[src/rtl/regfile_writeback_unit.sv]
// Write-back end of the register-file write port.
// Merges LSU and EXU results into a small in-order FIFO, retires one entry per
// cycle into the register file, and keeps per-register pending-write counters
// so decode can stall sources whose writes are still in flight.
module regfile_writeback_unit #(
    parameter int ADDR_WIDTH = 16,
    parameter int DATA_WIDTH = 32,
    parameter int DEPTH      = 4
) (
    input  logic                         clk,
    input  logic                         rst,
    input  logic                         exu_valid,
    output logic                         exu_ready,
    input  logic [4:0]                   exu_rd,
    input  logic [DATA_WIDTH-1:0]        exu_data,
    input  logic                         lsu_valid,
    output logic                         lsu_ready,
    input  logic [4:0]                   lsu_rd,
    input  logic [DATA_WIDTH-1:0]        lsu_data,
    input  logic                         iss_alloc,
    input  logic [4:0]                   iss_rd,
    input  logic [4:0]                   chk_rs1,
    input  logic [4:0]                   chk_rs2,
    output logic                         rs1_busy,
    output logic                         rs2_busy,
    output logic                         rf_we,
    output logic [4:0]                   rf_rd,
    output logic [DATA_WIDTH-1:0]        rf_wdata,
    output logic [$clog2(DEPTH):0]       fifo_count,
    output logic                         sb_err
);

    localparam int IDX_W = $clog2(ADDR_WIDTH);
    localparam int PTR_W = $clog2(DEPTH);
    localparam int CNT_W = PTR_W + 1;

    logic [4:0]            mem_rd   [DEPTH];
    logic [DATA_WIDTH-1:0] mem_data [DEPTH];
    logic [PTR_W-1:0]      wr_ptr, rd_ptr;
    logic [CNT_W-1:0]      count;
    logic [CNT_W-1:0]      free;
    logic [CNT_W-1:0]      n_push;
    logic [4:0]            last_rd;
    logic [DATA_WIDTH-1:0] last_data;
    logic                  lsu_push, exu_push, pop;

    logic [1:0]            pend [ADDR_WIDTH];
    logic [ADDR_WIDTH-1:0] inc_v, dec_v;
    logic                  err_set;
    logic                  err_q;

    // Readiness depends only on occupancy; EXU needs two free slots so an
    // LSU result arriving in the same cycle always finds room ahead of it.
    assign free      = CNT_W'(DEPTH) - count;
    assign lsu_ready = !rst && (free >= CNT_W'(1));
    assign exu_ready = !rst && (free >= CNT_W'(2));

    // Results to x0 complete the handshake but never occupy a slot.
    assign lsu_push = lsu_valid && lsu_ready && (lsu_rd[IDX_W-1:0] != '0);
    assign exu_push = exu_valid && exu_ready && (exu_rd[IDX_W-1:0] != '0);
    assign n_push   = CNT_W'(lsu_push) + CNT_W'(exu_push);
    assign pop      = !rst && (count != '0);

    // The head is read straight out of registered storage; when empty the
    // last retired entry is shown so the write port holds its value.
    assign rf_we      = pop;
    assign rf_rd      = rst ? '0 : ((count != '0) ? mem_rd[rd_ptr]   : last_rd);
    assign rf_wdata   = rst ? '0 : ((count != '0) ? mem_data[rd_ptr] : last_data);
    assign fifo_count = rst ? '0 : count;
    assign sb_err     = err_q;

    // FIFO storage: LSU takes the older slot when both push together.
    always_ff @(posedge clk) begin
        if (lsu_push) begin
            mem_rd[wr_ptr]   <= lsu_rd;
            mem_data[wr_ptr] <= lsu_data;
        end
        if (exu_push) begin
            mem_rd[wr_ptr + PTR_W'(lsu_push)]   <= exu_rd;
            mem_data[wr_ptr + PTR_W'(lsu_push)] <= exu_data;
        end
    end

    // FIFO pointers, occupancy and last-retired hold registers.
    always_ff @(posedge clk) begin
        if (rst) begin
            wr_ptr    <= '0;
            rd_ptr    <= '0;
            count     <= '0;
            last_rd   <= '0;
            last_data <= '0;
        end else begin
            wr_ptr <= wr_ptr + PTR_W'(n_push);
            count  <= count + n_push - CNT_W'(pop);
            if (pop) begin
                rd_ptr    <= rd_ptr + PTR_W'(1);
                last_rd   <= mem_rd[rd_ptr];
                last_data <= mem_data[rd_ptr];
            end
        end
    end

    // Per-register increment/decrement requests and protocol error detection.
    always_comb begin
        inc_v   = '0;
        dec_v   = '0;
        err_set = 1'b0;
        for (int r = 1; r < ADDR_WIDTH; r++) begin
            inc_v[r] = iss_alloc && (iss_rd[IDX_W-1:0] == IDX_W'(r));
            dec_v[r] = pop && (rf_rd[IDX_W-1:0] == IDX_W'(r));
            if (inc_v[r] && !dec_v[r] && (pend[r] == 2'd3))
                err_set = 1'b1;
            if (dec_v[r] && !inc_v[r] && (pend[r] == 2'd0))
                err_set = 1'b1;
        end
    end

    // Pending-write counters saturate at both ends; the error flag is sticky.
    always_ff @(posedge clk) begin
        if (rst) begin
            for (int r = 0; r < ADDR_WIDTH; r++)
                pend[r] <= 2'd0;
            err_q <= 1'b0;
        end else begin
            for (int r = 0; r < ADDR_WIDTH; r++) begin
                if (inc_v[r] && !dec_v[r] && (pend[r] != 2'd3))
                    pend[r] <= pend[r] + 2'd1;
                else if (dec_v[r] && !inc_v[r] && (pend[r] != 2'd0))
                    pend[r] <= pend[r] - 2'd1;
            end
            err_q <= err_q | err_set;
        end
    end

    // x0 never counts as busy because its counter is never touched.
    assign rs1_busy = !rst && (pend[chk_rs1[IDX_W-1:0]] != 2'd0);
    assign rs2_busy = !rst && (pend[chk_rs2[IDX_W-1:0]] != 2'd0);

endmodule

[config.mk]
export PLATFORM = sky130hd
export DESIGN_NAME = regfile_writeback_unit
export DESIGN_NICKNAME = d
export VERILOG_FILES = /design/src/rtl/regfile_writeback_unit.sv
export SDC_FILE = /design/constraint.sdc
export NUM_CORES = 1
export LEC_CHECK = 0
export ABC_AREA = 1
export CELL_PAD_IN_SITES_DETAIL_PLACEMENT = 0
export CELL_PAD_IN_SITES_GLOBAL_PLACEMENT = 1
export CORE_AREA = 2 2 152 214
export DETAILED_ROUTE_END_ITERATION = 8
export DIE_AREA = 0 0 154 216
export HOLD_SLACK_MARGIN = 0.03
export PLACE_DENSITY_LB_ADDON = 0.1
export SETUP_SLACK_MARGIN = 0.2
export SYNTH_ARGS = -nofsm -noshare
export SYNTH_HDL_FRONTEND = slang
export SYNTH_SLANG_ARGS = --single-unit
[constraint.sdc]
create_clock -name clk -period 4.9 [get_ports clk]
set_clock_uncertainty 0.05 [all_clocks]
set_input_delay 1.47 -clock clk [delete_from_list [all_inputs] [get_ports clk]]
set_output_delay 1.47 -clock clk [all_outputs]
set_load 0.01 [all_outputs]
==> results of run 1 <==
[metrics by stage]
step           hold slack (ns)  setup TNS (ns)  power, mW
6_report                 0.423               0       7.41
4_1_cts                  0.424               0       7.51
5_1_grt                  0.431               0       7.89
2_1_floorplan            0.394          -23.71       4.30
3_3_place_gp             0.406               0       5.49
3_5_place_dp             0.415        -0.00145       5.52
[state kept, by name, indices dropped and copies added (netlist names), named ones only]
name       count
count          3
last_data     32
last_rd        5
mem_data     128
mem_rd        20
pend          30
rd_ptr         2
sb_err         1
wr_ptr         2
[synth_stat cells, drive strengths merged]
cell type	number	area share, %
nand2	368	12
o21ai	236	10
edfxtp	178	45
nor2	150	5.2
inv	127	4.1
nand3	81	4.0
clkbuf	52	1.7
dfxtp	47	8.0
o22ai	33	1.8
a21oi	28	1.4
buf	22	1.0
nand4	18	0.96
ha	12	1.3
o211ai	8	0.51
nor3	7	0.43
o2111ai	4	0.30
o31ai	4	0.26
a211oi	3	0.19
a41oi	3	0.22
mux2i	3	0.26
nand3b	3	0.19
xor2	3	0.22
o311ai	2	0.15
xnor2	2	0.15
fa	1	0.17
nor4	1	0.053
o21a	1	0.064
o221ai	1	0.074
o41ai	1	0.074
or2	1	0.053
[worst max-delay path by stage]
stage	start	end	slack, ns	depth (start not counted)
2_1_floorplan	rst	mem_data[2][0]	-0.32	3
6_report	rst	rf_wdata[14]	0.14	8
3_5_place_dp	chk_rs2[0]	rs2_busy	-0.001	7
4_1_cts	rst	rf_wdata[11]	0.11	7
3_3_place_gp	chk_rs1[0]	rs1_busy	0.01	8
5_1_grt	rst	rf_wdata[25]	0.08	7
[placed cells by master (no fill, tap or decap), types with 3 or more instances in the layout]
cell type	synthesis	layout
nand3_1	72	68
a211oi_1	3	3
nor3_2	3	3
nand3_4	2	6
o22ai_1	33	33
nor2_1	143	142
nand2_2	3	3
dlymetal6s2s_1	0	20
xor2_1	3	3
inv_1	120	120
nor3_1	4	4
a41oi_1	3	3
dlygate4sd2_1	0	6
clkinv_2	0	5
nand3_2	7	7
buf_4	5	31
o21ai_0	234	232
o2111ai_1	4	4
buf_12	0	12
mux2i_1	3	3
clkbuf_16	0	26
nor2_2	3	4
nand2_1	364	364
edfxtp_1	178	178
ha_1	12	11
inv_6	0	3
inv_2	7	7
clkdlybuf4s50_1	0	110
a21oi_1	26	26
dfxtp_1	47	45
o211ai_1	8	8
nor2_4	3	3
nand4_1	18	18
clkinvlp_4	0	5
nand3b_1	3	3
bufinv_16	0	4
[worst max-delay path, delay by kind of cell]
family        cells  cell delay, ns
buf+inv           5            1.46
simple gates      3            0.30
[per-layer routing]
metal / share of wire [%] / global-route usage [%] / routed length (um) / vias to the layer above
met5: 0.081 / 0 / 27 / -
met4: 3.5 / 8.04 / 1150 / 4
met3: 3.6 / 2.27 / 1190 / 61
met2: 53 / 38.1 / 17600 / 213
met1: 40 / 22.6 / 13300 / 4518
li1: - / - / - / 5025
[cell families (layout without fill, tap and decap cells)]
group,count (synthesis),count (layout)
xor gates and xnor gates,5,5
other,0,2
and+or+nand+nor,629,629
AOI/OAI and AO/OA,324,324
adders and majority gates,13,13
DFF,225,225
buffers and inverters,201,351
muxes,3,3
[layout make-up]
cell class	count	area, um2	area share, %
multi-input combinational	974	4790	32.3
clock buffer	25	626	4.22
inverter	127	477	3.22
timing repair buffer	180	1900	12.8
tap	395	494	3.34
antenna	2	5.00	0.0338
sequential	225	6290	42.5
clock inverter	19	226	1.53
[report_power, final]
| part | leakage, nW | total [mW] | switching (mW) | internal, mW |
|---|---|---|---|---|
| Sequential | 2.05 | 2.65 | 0.108 | 2.54 |
| Clock | 0.407 | 1.97 | 0.814 | 1.15 |
| Combinational | 4.17 | 2.80 | 1.77 | 1.03 |
[what timing repair did]
item,4_1_cts,5_1_grt
endpoints found under the setup margin,40,36
gates resized for setup,8,20
gates cloned,0,1
endpoints found under the hold margin,0,0
setup buffers,1,2
hold buffers,0,0
==> summary.txt, run 1 <==
Status
  – Status: complete, no violations

Timing
  – Max Freq: 210 MHz
  – Unrepaired setup endpoints after global routing: true
  – Minimum clock period: 4.76 ns
  – Slew headroom: 35.0%
  – Measured slew at the worst slew-check pin: 0.975 ns
  – Final setup violation count: 0
  – Final Hold Violating Endpoints: 0
  – Period utilization: 97.1%
  – Setup ws final: 0.141 ns
  – Max-slew violation total from the final report: 0

Worst setup path
  – Reg2Reg Depth: 14
  – Most used cell, CP: buf_12
  – Crit path kind: in2out
  – Data required, critical path: 3.38 ns
  – Reg2reg start: count[0]
  – WP data arrival: 3.24 ns
  – Flop2flop setup slack: 1.49 ns
  – Crit-path cells: clkdlybuf4s50_1 -> buf_12 -> nor2_4 -> buf_12 -> buf_12 -> nand2_1 -> nand2_1 -> clkdlybuf4s50_1
  – Critical path's largest stage delay: 0.55 ns
  – CP Max Fanout: 15
  – Worst reg2reg endpoint: mem_rd[2][3]
  – Worst setup EP type: primary output
  – Startpoint types: primary input
  – Critical path's slowest cell: clkdlybuf4s50_1

Global routing
  – First-pass GRT wire length: 52.1 mm
  – Pin count of the biggest net entering global routing: 75
  – Vias in the first global route: 9818
  – Initial antenna violation count: 4
  – Grt ovf: 0
  – GRT Util Overall: 20.1%

Clock network
  – Clock Sinks: 225
  – Worst-skew pair later-pin latency: 0.54 ns
  – CTS root buf: clkbuf_16
  – H-tree Lvls: 1
  – Clk slew on worst S/H paths: 0.06 ns
  – CTS tree: built
  – Max clock buf depth: 3
  – CTS buffer count: 24

Final layout
  – Layout cells sized above 1: 8.58%
  – Fill count: 3061
  – Layout Cells excl Fill: 1947
  – Design area: 0.0148 mm2
  – Area Overhead vs Synth: 25.9%
  – Core Util, Final: 47.3%
  – Nets: 1639

Placed design
  – GPL Wtd Cong: 0.824
  – Cells after DPL: 1897
  – Placed Area: 0.0138 mm2
  – Buffers on Ports: 136
  – Post-detail-place hpwl: 22.1 mm
  – Place WS: -0.00145 ns

Drt
  – Vias: 9821
  – 1st-pass router iterations: 5
  – DRC Markers: 0
  – Initial DRC Count: 450
  – Post-DRT Antenna Nets: 0
  – Total wire length: 33.3 mm
  – Post-DR vias/cell: 5.04
  – WL per Instance: 17.1 um

Hold path
  – HP Class: reg2reg
  – Worst hold endpoint: last_rd[2]
  – Min-delay src: last_rd[2]
  – Hold depth: 2

Power
  – Leakage: 6.62 nW
  – Maximum vdd drop: 0.309 mV
  – Power per cell area: 500 mW/mm2

Synthesis
  – Adder-cell share of the synthesized area: 1.45%
  – Post-Syn Instances: 1400
  – Main combinational cell family by area after synthesis: simple AND/OR/NAND/NOR gates
  – #FFs+latches synth: 225
  – Post-synthesis sequential area ratio: 53.5%
  – Proportion of synthesized area in mux cells: 0.255%
  – Ys Warns: 0
  – Unique cell type count in the Yosys netlist: 44
  – Syn avg cell area: 8.40 um2
  – Synth Area in Compound Gates: 15.0%
  – Synthesized Nets: 1507
  – Netlist Area Pre-Place: 0.0118 mm2
  – Xor/xnor share of the synthesized area: 0.372%
  – Synth Area in Simple Gates: 22.7%

Die
  – Die Wd: 154 um
  – Initial core utilization: 37.6%
  – I/O pins: 140
  – Total die area: 0.0333 mm2
  – Die H: 216 um
  – Core area: 0.0313 mm2
  – Placement row count: 77

Run
  – # Max-Cap Violations: 0
No activity file was read; power rests on OpenSTA's default activity.
==> run 2: changes to the inputs <==
--- a/config.mk
+++ b/config.mk
@@ -8,9 +8,10 @@
 export ABC_AREA = 1
 export CELL_PAD_IN_SITES_DETAIL_PLACEMENT = 0
 export CELL_PAD_IN_SITES_GLOBAL_PLACEMENT = 1
-export CORE_AREA = 2 2 152 214
+export CORE_AREA = 2 2 148 208
 export DETAILED_ROUTE_END_ITERATION = 8
-export DIE_AREA = 0 0 154 216
+export DIE_AREA = 0 0 150 210
+export DONT_BUFFER_PORTS = 1
 export HOLD_SLACK_MARGIN = 0.03
 export PLACE_DENSITY_LB_ADDON = 0.1
 export SETUP_SLACK_MARGIN = 0.2
==> run 2 against run 1 <==
  * Sequential cell count stayed put
  * Power is 8.7% lower
  * Maximum frequency is 17% higher
  * Cell count is 9.0% lower
  * Clock power is 6% lower
  * Hold slack better by 0.0024 ns
  * Critical path depth is 2 lower
  * Clock-buffer cell count is 6 higher
  * Wire length is 4.4% lower
  * Global-route usage is 0.13 points higher
  * Largest cell class unchanged
==> summary.txt, run 2 (synthesis results as in run 1) <==
Clock network
  – CTS root buf: clkbuf_16
  – Postcts setup bufs: 0
  – Resized Gates After CTS: 0
  – Clk slew on worst S/H paths: 0.06 ns
  – Hold Buf Count CTS: 0
  – Worst-skew pair later-pin latency: 0.54 ns
  – H-tree Lvls: 1
  – Clock Sinks: 225
  – CTS tree: built
  – Max clock buf depth: 3
  – CTS buffer count: 25

Timing
  – Final setup violation count: 0
  – Max Freq: 246 MHz
  – Minimum clock period: 4.06 ns
  – Period utilization: 82.9%
  – Measured slew at the worst slew-check pin: 1.12 ns
  – Max-slew violation total from the final report: 0
  – Slew headroom: 25.4%
  – Unrepaired setup endpoints after global routing: false
  – Final Hold Violating Endpoints: 0
  – Fin Hold WS: 0.425 ns

Drt
  – Post-DR vias/cell: 5.18
  – Total wire length: 31.8 mm
  – DRC Markers: 0
  – Post-DRT Antenna Nets: 0
  – 1st-pass router iterations: 7
  – Vias: 9175
  – WL per Instance: 17.9 um
  – Initial DRC Count: 434

Power
  – Sequential power share: 39.2%
  – Maximum vdd drop: 0.298 mV
  – Leakage: 5.59 nW
  – Switching Share: 37.7%
  – Power per cell area: 520 mW/mm2
  – Switching power: 2.55 mW
  – Comb pwr share: 33.3%
  – Clk pwr share: 27.5%
  – Internal: 4.21 mW

Placed design
  – Buffers on Ports: 0
  – Post-detail-place hpwl: 20.7 mm
  – GPL Wtd Cong: 0.798

Final layout
  – Top flop regs: mem_data: 128 flops, last_data: 32 flops, pend: 30 flops
  – Most frequent cells in the layout: nand2_1 (364), o21ai_0 (232), edfxtp_1 (178), nor2_1 (143), inv_1 (120)
  – Largest reg by FF count: mem_data
  – Area Overhead vs Synth: 10.5%
  – Core Util, Final: 43.8%
  – Area of the multi-input gates: 0.00475 mm2
  – ANT cells: 0
  – Most common cell after layout, fill and taps aside: nand2_1
  – Max reg flops: 128
  – Reg area: 0.00629 mm2
  – Layout cells sized above 1: 6.99%
  – Fill count: 2971
  – Nets: 1477

Worst setup path
  – Reg2reg start: count[0]
  – Reg2Reg Depth: 14
  – Startpoint types: register
  – Worst setup EP type: primary output
  – CP Max Fanout: 60
  – Flop2flop setup slack: 1.12 ns
  – Worst Setup EP: rf_wdata[7]
  – Worst reg2reg endpoint: mem_data[2][5]
  – Data required, critical path: 3.38 ns
  – Crit path kind: reg2out
  – WP data arrival: 2.54 ns

Status
  – Status: complete, no violations

Run
  – # Max-Cap Violations: 0

Global routing
  – Grt ovf: 0
  – First-pass GRT wire length: 48.7 mm
  – Initial antenna violation count: 0
  – Pin count of the biggest net entering global routing: 75
  – Vias in the first global route: 8812
  – GRT Util Overall: 20.2%

Die
  – I/O pins: 140
  – Core area: 0.0297 mm2
  – Total die area: 0.0315 mm2
  – Initial core utilization: 39.7%
  – Die Wd: 150 um
  – Placement row count: 75
  – Die H: 210 um

Hold path
  – HP Class: reg2reg
==> run 2: changes by cell type in the layout (fill, tap and decap cells not counted), moves of 3 or more <==
cell	delta
nand3_4	-4
nand3_2	+4
dlymetal6s2s_1	-20
buf_12	-6
buf_4	-20
clkbuf_1	+4
inv_6	-3
clkdlybuf4s50_1	-110
dlygate4sd2_1	-6
==> run 2: per-stage QoR <==
stage          setup WS [ns]  setup TNS [ns]  std cells  power (mW)  cell area, um2
4_1_cts                0.768               0       1772        6.87           13000
6_report               0.839               0       1772        6.76           13000
5_1_grt                0.660               0       1772        7.20           13000
3_5_place_dp           0.679               0       1728        5.00           12200
2_1_floorplan         -0.320          -23.71       1400        4.30           11800
3_3_place_gp           0.716               0       1728        4.97           12200
==> run 2: worst max-delay path, stage by stage, from the launching register on <==
cell and delay [ns]:
dfxtp_2 0.32, inv_2 0.79, buf_4 0.37, o21ai_0 0.10, o22ai_1 0.20, nand2_1 0.10
nand2_1 0.13
==> run 2: worst min path at each step <==
stage / startpoint / endpoint / slack [ns] / depth (start not counted)
detailed placement: rd_ptr[0] / register / 0.41 / 1
CTS: rd_ptr[0] / register / 0.42 / 1
finish: last_rd[2] / last_rd[2] / 0.43 / 2
global placement: rd_ptr[0] / register / 0.40 / 1
global route: last_rd[3] / last_rd[3] / 0.45 / 2
floorplan: rd_ptr[0] / register / 0.39 / 1
==> run 2: power by group through the flow <==
stage               registers (mW)  clock network, mW  logic, mW
finish                        2.65               1.86       2.25
global route                  2.69               1.97       2.54
CTS                           2.66               1.90       2.31
detailed placement            2.70                  0       2.30
global placement              2.69                  0       2.28
floorplan                     2.68                  0       1.62
==> run 2: per-layer routing <==
metal | wire (um) | part of all wire [%] | global-route usage, % | vias to the layer above
li1 | - | - | - | 4690
met1 | 12600 | 40 | 23.1 | 4247
met2 | 16300 | 51 | 36.9 | 191
met3 | 2000 | 6.3 | 4.65 | 47
met4 | 884 | 2.8 | 6.34 | 0
met5 | 0 | 0 | 0 | -
==> run 2: area by class of cell <==
type | instances | area share (%)
clock buffer | 31 | 5.14
clock inverter | 13 | 1.01
inverter | 127 | 3.67
multi-input combinational | 974 | 36.6
sequential | 225 | 48.4
tap | 385 | 3.71
timing repair buffer | 17 | 1.56
==> run 3: changes to the inputs <==
==> constraint.sdc (replaced) <==
create_clock -name clk -period 3.5 [get_ports clk]
set_clock_uncertainty 0.05 [all_clocks]
set_input_delay 1.05 -clock clk [delete_from_list [all_inputs] [get_ports clk]]
set_output_delay 1.05 -clock clk [all_outputs]
set_load 0.01 [all_outputs]
==> run 3 against run 2 <==
  * Non-clock buffer count rose by 30
  * Clock power is 42% higher
  * Die area did not move
  * Hold slack lost 0.0072 ns
  * Sequential cell count unchanged
==> summary.txt, run 3 (synthesis results as in run 1) <==
Clock network
  – Max clock buf depth: 3
  – CTS root buf: clkbuf_16
  – CTS buffer count: 24
  – Clk slew on worst S/H paths: 0.06 ns
  – Clock Sinks: 225
  – Worst-skew pair later-pin latency: 0.53 ns
  – CTS tree: built
  – Hold Buf Count CTS: 0
  – H-tree Lvls: 1

Die
  – Placement row count: 75
  – Total die area: 0.0315 mm2
  – Die H: 210 um
  – Core area: 0.0297 mm2
  – I/O pins: 140
  – Initial core utilization: 39.7%
  – Die Wd: 150 um

Timing
  – Setup TNS: 0 ns
  – Measured slew at the worst slew-check pin: 0.653 ns
  – Minimum clock period: 3.19 ns
  – Max Freq: 313 MHz
  – Slew headroom: 56.1%
  – Final setup violation count: 0
  – Period utilization: 91.2%
  – Final Hold Violating Endpoints: 0
  – Unrepaired setup endpoints after global routing: true
  – Max-slew violation total from the final report: 0

Placed design
  – Buffers on Ports: 0
  – Post-detail-place hpwl: 21.5 mm
  – GPL Wtd Cong: 0.778

Final layout
  – Area of the multi-input gates: 0.00478 mm2
  – Layout cells sized above 1: 9.39%
  – Most frequent cells in the layout: nand2_1 (363), o21ai_0 (232), edfxtp_1 (178), nor2_1 (143), inv_1 (120)
  – Largest reg by FF count: mem_data
  – Area Overhead vs Synth: 14.3%
  – Nets: 1506
  – Top flop regs: mem_data: 128 flops, last_data: 32 flops, pend: 30 flops
  – Reg area: 0.00629 mm2
  – Fill count: 2990
  – Most common cell after layout, fill and taps aside: nand2_1
  – Max reg flops: 128

Global routing
  – Grt ovf: 0
  – Initial antenna violation count: 1
  – First-pass GRT wire length: 48.9 mm
  – GRT Util Overall: 20.1%
  – Vias in the first global route: 8785
  – Pin count of the biggest net entering global routing: 65

Drt
  – Post-DRT Antenna Nets: 0
  – WL per Instance: 17.7 um
  – 1st-pass router iterations: 7
  – Total wire length: 31.9 mm
  – Initial DRC Count: 407
  – Post-DR vias/cell: 5.14
  – DRC Markers: 0
  – Vias: 9268

Power
  – Maximum vdd drop: 0.465 mV
  – Final Power: 9.84 mW
  – Leakage: 5.82 nW
  – Power per cell area: 732 mW/mm2

Worst setup path
  – Startpoint types: register
  – WP data arrival: 2.09 ns
  – Data required, critical path: 2.40 ns
  – CP Max Fanout: 14
  – Crit path kind: reg2out
  – Worst setup EP type: primary output

Status
  – Status: complete, no violations

Hold path
  – HP Class: reg2reg

Run
  – # Max-Cap Violations: 0
## run 3: cell types whose count changed in the layout (fill, tap and decap cells not counted), moves of 2 or more
cell      delta
buf_4       +16
buf_12      +11
clkinv_2     +3
dfxtp_1      -2
dfxtp_2      +2
## run 3: metal layers
layer	global-route usage, %	wire length (um)
met2	37.9	17200
met4	4.62	494
met1	23.5	12500
met3	3.48	1710
met5	0	0
## run 3: path summary, 6_finish.rpt
kind | startpoint | slack (ns) | depth (start not counted) | to
worst min register to register | rd_ptr[0] | 0.42 | 1 | register
worst max register to register | count[0] | 0.47 | 18 | count[2]
worst max-delay path | count[0] | 0.31 | 8 | rf_rd[4]
worst min-delay path | rd_ptr[0] | 0.42 | 1 | register
## run 3: per-stage QoR
stage | setup WS, ns | util [%] | instance area (um2) | std cells | hold slack (ns)
detailed placement | 0.0874 | 42.2 | 12500 | 1755 | 0.409
global route | 0.189 | 45.3 | 13400 | 1803 | 0.443
finish | 0.309 | 45.3 | 13400 | 1803 | 0.418
floorplan | -0.171 | - | 11800 | 1400 | 0.394
global placement | 0.0817 | 42.2 | 12500 | 1755 | 0.405
CTS | 0.226 | 45.2 | 13400 | 1801 | 0.418
## run 3: repair_timing
action | in CTS | in global routing
endpoints found under the hold margin | 0 | 0
cloned | 0 | 1
buffers inserted | 2 | 0
setup endpoints to repair | 37 | 88
pin swaps | 1 | 0
resized for setup | 7 | 6
## run 3: area by class of cell
| cell class | instances | share of cell area, % |
|---|---|---|
| well taps | 385 | 3.58 |
| clock inverters | 13 | 1.13 |
| multi-input cells | 974 | 35.5 |
| diodes | 1 | 0.0186 |
| inverters | 127 | 3.56 |
| clock buffers | 31 | 4.97 |
| repair buffers | 47 | 4.42 |
| flip-flops and latches | 225 | 46.8 |
## run 3: power by group
part / leakage, nW / total, mW / switching (mW) / internal, mW
Sequential: 2.05 / 3.72 / 0.164 / 3.55
Clock: 0.399 / 2.64 / 1.07 / 1.57
Combinational: 3.37 / 3.48 / 2.38 / 1.10
Total: 5.82 / 9.84 / 3.61 / 6.23
## run 3: critical path: stages, from the launching register on
cell and delay (ns):
dfxtp_2 0.36, inv_1 0.08, ha_1 0.23, ha_4 0.21, nor2_4 0.11, buf_12 0.13
buf_8 0.15, nand2_1 0.12, nand2_1 0.16
